`src/rtl/data_chk_lane_cmp.sv`:
```
// Per-lane comparator: flags every byte lane of tdata that differs from the
// incrementing pattern starting at seed.
module data_chk_lane_cmp #(
  parameter int unsigned WIDTH = 32
) (
  input  logic [WIDTH-1:0]   tdata,
  input  logic [7:0]         seed,
  output logic [WIDTH/8-1:0] mismatch
);

  localparam int unsigned Lanes = WIDTH / 8;

  for (genvar i = 0; i < Lanes; i++) begin : g_lane
    logic [7:0] exp_byte;
    assign exp_byte    = seed + 8'(i);
    assign mismatch[i] = (tdata[8*i +: 8] != exp_byte);
  end

endmodule

```
`config.mk`:
```
export PLATFORM = sky130hd
export DESIGN_NAME = data_chk_lane_cmp
export DESIGN_NICKNAME = d
export VERILOG_FILES = /design/src/rtl/data_chk_lane_cmp.sv
export SDC_FILE = /design/constraint.sdc
export NUM_CORES = 1
export LEC_CHECK = 0
export ABC_AREA = 1
export BUFFER_PORTS_ARGS = -buffer_cell sky130_fd_sc_hd__buf_2
export CAP_MARGIN = 10
export CORE_ASPECT_RATIO = 1.5
export CORE_MARGIN = 2
export CORE_UTILIZATION = 25
export DETAILED_ROUTE_END_ITERATION = 10
export PLACE_DENSITY = 0.53
export SLEW_MARGIN = 5
export SYNTH_ARGS = -nofsm -noshare
export SYNTH_HDL_FRONTEND = slang
export SYNTH_SLANG_ARGS = --single-unit
```
`constraint.sdc`:
```
create_clock -name vclk -period 1.4
set_input_delay 0.07 -clock vclk [all_inputs]
set_output_delay 0.07 -clock vclk [all_outputs]
set_load 0.01 [all_outputs]
```
Yosys cells after proc, flatten, opt, wreduce, memory -nomap -nowiden. Index checks and enable logic that the tools add are counted. W data, S select, Z words.

Flip-flop bits (word level): 0. Output and inout port bits: 4. Word-level logic and storage cells: 7.

$add $sub $neg: 3. Eq/ne operators: 4.

Operators with widths (number): $ne A8 B8 Y1 (4); $add A8 B2 Y8 const B (2); $add A8 B1 Y8 const B (1).

Longest topological paths before layout. Gate-level depths: netlist of run 1.

Word-level depth: 2. Depth in mapped cells: 11.

Worst setup path before layout of run 1. Ideal clock, no wire load.

Path kind: input port to output port. Start: input port seed[0]. End: output port mismatch[3]. Arrival: 1083 ps. Path slack: 247 ps. Stages: 11. Buffers on the path: 1. Cell sequence: buf_4 > inv_1 > ha_1 > nand2_1 > inv_1 > nor2_1 > nand2_1 > nor2_1 > nand2_1 > nor2_1 > nand2_1.

Word-level cells in the longest chain between the ends: 2.

RTL lines: from (decl) (line 7) `input logic [7:0] seed,`; $add A8 B2 Y8 (line 15) `assign exp_byte = seed + 8'(i);`; $ne A8 B8 Y1 (line 16) `assign mismatch[i] = (tdata[8*i +: 8] != exp_byte);`; to (decl) (line 8) `output logic [WIDTH/8-1:0] mismatch`.

No other way between the ends.

Worst setup path after layout of run 1.
Start: input port seed[1]. End: output port mismatch[2].

The elaborated chain is that of the path after synthesis.

==> results.md, run 1 <==
- Crit Path Category: in2out
- Top-count cell post-synth: sky130_fd_sc_hd__nand2_1
- Critical Path Start Type: primary input
- Data arrival time at the worst-slack endpoint: 1.21 ns
- FP Rows: 29
- Mapped cell area: 0.00108 mm^2
- Net count after synthesis: 258
- Instance count of the mapped netlist: 214
- Result of the run: complete, no violations
- Worst-path maximum fanout: 4
- Pin count of the biggest net entering global routing: 11
- Number of max-cap violations: 0
- Largest area contributor in the synthesized netlist: sky130_fd_sc_hd__nand2_1
- Max transition margin: 0.787
- Routed WL: 2700 um
- Number of buffer cells added on primary ports: 44
- Fin nets: 305
- Peak Freq: 0.784 GHz
- Final-report setup violation count: 0
- Remaining global-route overflow: 0
- Gp weighted congestion: 0.782
- Portion of total power attributed to combinational logic: 1.000
- Antenna Cells: 0
- Power per standard cell area: 278 mW/mm^2
- Setup slack of the critical path after layout: 0.124 ns
- Internal power: 0.173 mW
- Die H: 84.4 um
- Minimum setup slack after placement: 0.0399 ns
- Die Area: 0.00486 mm^2
- Data required time of the worst path: 1.33 ns
- Proportion of total power due to net switching: 0.549
- Non-Filler Cell Area, Final: 0.00138 mm^2
- Top Ports: 44
- Final TNS setup: 0 ns
- Count of nets left with antenna violations after detail routing: 0
- Number of placed cells counting well taps: 305
- Area delta synth->final: 28.2%
- Num sequential: 0
- List of most frequent post-synthesis cells: 92 x sky130_fd_sc_hd__nand2_1, 31 x sky130_fd_sc_hd__inv_1, 24 x sky130_fd_sc_hd__nor2_1
- Post-route clock period utilization: 0.911
- Hold-fix buffer count after cts: 0
- Number of remaining DRC errors: 0
- Clock period minus worst slack: 1.28 ns
- Register Area: 0 um^2
- GRT Overall Usage: 0.111
- Final slew viol count: 0
- Final-layout fill cell count: 493
- Violation count after the first detailed-route iteration: 18
- Total of warnings raised by yosys: 0
- Area of combinational cells with multiple inputs: 908 um^2
- Transition time at the pin with the least slew margin: 0.319 ns
- Main area contributors after synthesis: sky130_fd_sc_hd__nand2_1 32%, sky130_fd_sc_hd__xor2_1 15%, sky130_fd_sc_hd__inv_1 11%
- Clock network fraction of total power: 0
- Average routed wire per standard cell: 8.86 um
- Critical Path Most Common Cell: sky130_fd_sc_hd__nand2_1
- Mean cell area of the mapped netlist: 5.03 um^2
- Layout cell share with drive strength beyond 1: 0.266
- Routed vias: 1230
- Critical Path End Type: output pin
- Worst hold slack after final layout: 0.540 ns
- Initial antenna violation count: 0
- Via count of the first global-routing pass: 1053
- Flop pwr share: 0
- Die width: 57.6 um
- Post-detail-place hpwl: 2420 um
- Via density: 4.03
- VDD IR max: 0.000154 V
- RSZ-0062 raised after global routing: no
- Count of placed standard cells in the final layout, fillers left out: 305
- Placed Instance Area: 0.00136 mm^2
- Portion of the post-synthesis area used by sequential elements: 0
- Total net switching power: 0.211 mW
- Initial standard-cell utilization of the core: 0.258
- Core area: 0.00417 mm^2
- Cell breakdown of the critical path: buf_2, inv_2, ha_1, xor2_1, nand2_1, nor2_1, nand2_1, nor2_1, nand2_1, buf_2
- Count of cell types in the netlist: 21
- Detailed Routing Iterations Pass 1: 4
- Hold violation count in the final report: 0
- Leakage power figure: 0.844 nW
- Peak per-stage delay on the critical path: 0.30 ns
- Clock buffer instance count of the final layout: 0
- Wire length of the first global-routing pass: 4460 um
- Share of Yosys cell area claimed by the top area cell type: 0.321
- Slowest-stage cell, CP: sky130_fd_sc_hd__ha_1
- Min-delay worst type: in2out
[cells by family after synthesis]
logic type | count (synthesis) | share of synthesized area
fa+ha+maj | 4 | 0.0465
compound gates | 3 | 0.0139
buf+inv | 43 | 0.175
xor+xnor | 29 | 0.236
simple gates | 135 | 0.528
[worst paths after layout]
kind,startpoint,endpoint,slack (ns),depth (start not counted)
min,tdata[1],mismatch[0],0.54,5
max,seed[1],mismatch[2],0.12,10
[power groups by stage]
| stage | sequential, mW | clock, mW | combinational, mW |
|---|---|---|---|
| 2_1_floorplan | 0 | 0 | 0.261 |
| 3_3_place_gp | 0 | 0 | 0.378 |
| 3_5_place_dp | 0 | 0 | 0.381 |
| 4_1_cts | 0 | 0 | 0.383 |
| 5_1_grt | 0 | 0 | 0.442 |
| 6_report | 0 | 0 | 0.384 |
[worst max-delay path, delay by kind of cell]
family / cells / cell delay (ns)
AND/OR/NAND/NOR: 5 / 0.35
XOR/XNOR: 1 / 0.15
buffers and inverters: 3 / 0.34
adder cells (fa/ha/maj): 1 / 0.30
[metal layers]
layer / routed length, um / track usage / vias to the layer above
li1: - / - / 711
met2: 1500 / 0.226 / 17
met3: 73 / 0.00154 / 0
met5: 0 / 0 / -
met1: 1130 / 0.131 / 502
met4: 0 / 0 / 0
[final cells by class]
| class | count | area share |
|---|---|---|
| repair buffers | 52 | 0.203 |
| inverters | 36 | 0.0978 |
| multi-input cells | 171 | 0.658 |
| well taps | 46 | 0.0417 |
[metrics by stage]
step            util  power, mW
6_report       0.331      0.384
5_1_grt        0.331      0.442
4_1_cts        0.326      0.383
3_5_place_dp   0.326      0.381
3_3_place_gp   0.326      0.378
2_1_floorplan      -      0.261
[layout by cell type, fill, tap and decap left out]
master                      n
sky130_fd_sc_hd__nor2_2     1
sky130_fd_sc_hd__nor2_1    24
sky130_fd_sc_hd__xor2_1    18
sky130_fd_sc_hd__xnor2_1   11
sky130_fd_sc_hd__inv_2      6
sky130_fd_sc_hd__nand2_1   91
sky130_fd_sc_hd__or2_2      1
sky130_fd_sc_hd__inv_1     29
sky130_fd_sc_hd__nand3_4    1
sky130_fd_sc_hd__ha_1       3
sky130_fd_sc_hd__buf_4      8
sky130_fd_sc_hd__o21ai_1    2
sky130_fd_sc_hd__clkinv_1   1
sky130_fd_sc_hd__nand3_1    9
sky130_fd_sc_hd__nand2_4    2
sky130_fd_sc_hd__nor2_4     2
sky130_fd_sc_hd__nand4_1    1
sky130_fd_sc_hd__ha_4       1
sky130_fd_sc_hd__nand2_2    3
sky130_fd_sc_hd__a21oi_1    1
sky130_fd_sc_hd__buf_2     44
[repair_timing]
| action | in CTS | in global routing |
|---|---|---|
| setup endpoints to repair | 0 | 1 |
| resized for setup | 0 | 5 |
| buffers inserted | 0 | 0 |
Note: power is estimated with default switching activity, not from simulation.
==> inputs of run 2 (changes only) <==
--- a/config.mk
+++ b/config.mk
@@ -6,7 +6,7 @@
 export NUM_CORES = 1
 export LEC_CHECK = 0
 export ABC_AREA = 1
-export BUFFER_PORTS_ARGS = -buffer_cell sky130_fd_sc_hd__buf_2
+export BUFFER_PORTS_ARGS = -buffer_cell sky130_fd_sc_hd__clkbuf_2
 export CAP_MARGIN = 10
 export CORE_ASPECT_RATIO = 1.5
 export CORE_MARGIN = 2
==> run 2 against run 1 <==
Against the previous run: utilization grew 0.30 points; sequential share of layout area is the same; via count shrank 0.49%; wire length shrank 0.78%; final cell count is the same; total power grew 0.66%; critical path type unchanged; worst hold slack lost 0.0062 ns; setup slack gained 0.030 ns; fmax grew 2.4%; first-iteration DRC count shrank 33%.
==> results.md, run 2 (synthesis results as in run 1) <==
- Via density: 4.01 (-0.49%)
- Slowest-stage cell, CP: sky130_fd_sc_hd__ha_1
- Critical Path End Type: output pin
- Fin nets: 305 (unchanged)
- Gp weighted congestion: 0.796 (+1.7%)
- Worst-path maximum fanout: 4 (unchanged)
- Top Ports: 44 (unchanged)
- Average routed wire per standard cell: 8.79 um (-0.78%)
- Overall Power: 0.386 mW (+0.66%)
- Hold violation count in the final report: 0 (unchanged)
- Peak Freq: 0.803 GHz (+2.4%)
- Top library cells by usage in the layout, fill and taps aside: 91 x sky130_fd_sc_hd__nand2_1, 43 x sky130_fd_sc_hd__clkbuf_2, 30 x sky130_fd_sc_hd__inv_1
- Power per standard cell area: 277 mW/mm^2 (-0.25%)
- Antenna Cells: 0 (unchanged)
- Final slew viol count: 0 (unchanged)
- Result of the run: complete, no violations
- Routed vias: 1224 (-0.49%)
- Die H: 84.4 um (unchanged)
- RSZ-0062 raised after global routing: yes
- Final-report setup violation count: 0 (unchanged)
- Proportion of total power due to net switching: 0.547 (-0.00117)
- Max transition margin: 0.799 (+0.0121)
- Data arrival time at the worst-slack endpoint: 1.18 ns (-0.03 ns)
- Core area: 0.00417 mm^2 (unchanged)
- Die width: 57.6 um (unchanged)
- Clock network fraction of total power: 0 (unchanged)
- Cell breakdown of the critical path: buf_4, inv_2, ha_1, xor2_1, nand2_1, nor2_2, nand2_1, nor2_1, nand2_1, clkbuf_2
- Most common cell after layout, fill and taps aside: sky130_fd_sc_hd__nand2_1
- Number of max-cap violations: 0 (unchanged)
- Post-route clock period utilization: 0.890 (-0.0213)
- Crit Path Category: in2out
- VDD IR max: 0.000123 V (-20%)
- Initial standard-cell utilization of the core: 0.258 (unchanged)
- Register Area: 0 um^2 (unchanged)
- Remaining global-route overflow: 0 (unchanged)
- Util after Layout: 0.334 (+0.00300)
- Num sequential: 0 (unchanged)
- Internal power: 0.175 mW (+0.92%)
- Pin count of the biggest net entering global routing: 10 (-1)
- Layout cell share with drive strength beyond 1: 0.270 (+0.00386)
- Clock period minus worst slack: 1.25 ns (-0.0298 ns)
- Die Area: 0.00486 mm^2 (unchanged)
- GRT Overall Usage: 0.109 (-0.00153)
- Post-detail-place hpwl: 2430 um (+0.14%)
- Count of placed standard cells in the final layout, fillers left out: 305 (unchanged)
- Detailed Routing Iterations Pass 1: 4 (unchanged)
- Critical Path Most Common Cell: sky130_fd_sc_hd__nand2_1
- Initial antenna violation count: 0 (unchanged)
- Via count of the first global-routing pass: 1092 (+3.7%)
- Critical Path Start Type: primary input
- Count of nets left with antenna violations after detail routing: 0 (unchanged)
- Min-delay worst type: in2out
- Final TNS setup: 0 ns (unchanged)
- Number of remaining DRC errors: 0 (unchanged)
- Data required time of the worst path: 1.33 ns (about the same)
- Flop pwr share: 0 (unchanged)
- CP top delay family: simple AND/OR/NAND/NOR gates
- Wire length of the first global-routing pass: 4440 um (-0.31%)
- FP Rows: 29 (unchanged)
- Number of placed cells counting well taps: 305 (unchanged)
- Post-CTS Setup Bufs: 0 (unchanged)
- Peak per-stage delay on the critical path: 0.30 ns (about the same)
- Portion of total power attributed to combinational logic: 1.000 (about the same)
- Total net switching power: 0.212 mW (+0.44%)
- Clock buffer instance count of the final layout: 0 (unchanged)
- Transition time at the pin with the least slew margin: 0.301 ns (-0.0182 ns)
- Area delta synth->final: 29.4%
- Violation count after the first detailed-route iteration: 12 (-6)
- Number of buffer cells added on primary ports: 44 (unchanged)
- Buffers & Inverters on Critical Path: 3 (unchanged)
- Leakage power figure: 0.858 nW (+1.6%)
- Routed WL: 2680 um (-0.78%)
-- run 2: final cells by class --
cell class	instances	area (um^2)
multi-input cells	171	918
fillers	487	2780
inverters	36	135
well taps	46	57.6
repair buffers	52	283
-- run 2: per-stage QoR --
stage | hold slack, ns | setup WS [ns] | instance area (um^2)
CTS | 0.543 | 0.0427 | 1360
global route | 0.565 | -0.00814 | 1390
detailed placement | 0.535 | 0.0476 | 1360
finish | 0.533 | 0.154 | 1390
floorplan | 0.330 | 0.247 | 1080
global placement | 0.531 | 0.0664 | 1360
-- run 2: layer usage --
layer | track usage | wire [um] | up-vias
li1 | - | - | 713
met1 | 0.130 | 1100 | 490
met2 | 0.217 | 1460 | 19
met3 | 0.00308 | 89 | 2
met4 | 0.00846 | 23 | 0
met5 | 0 | 0 | -
-- run 2: path summary, 6_finish.rpt --
| path | slack (ns) | depth (start not counted) | start | to |
|---|---|---|---|---|
| max | 0.15 | 10 | seed[1] | mismatch[2] |
| min | 0.53 | 5 | tdata[1] | mismatch[0] |
-- run 2: tightest hold or removal path: cells and delay by family --
family | cells | cell delay, ns
buffers and inverters | 2 | 0.21
and+or+nand+nor | 2 | 0.12
AOI/OAI and AO/OA | 1 | 0.06
-- run 2: repair_timing --
item	4_1_cts	5_1_grt
resized for setup	0	8
endpoints found under the setup margin	0	3
hold buffers	0	0
-- run 2: power groups by stage --
stage	logic, mW	registers [mW]	clock network (mW)
2_1_floorplan	0.261	0	0
3_3_place_gp	0.379	0	0
3_5_place_dp	0.381	0	0
5_1_grt	0.442	0	0
4_1_cts	0.383	0	0
6_report	0.386	0	0
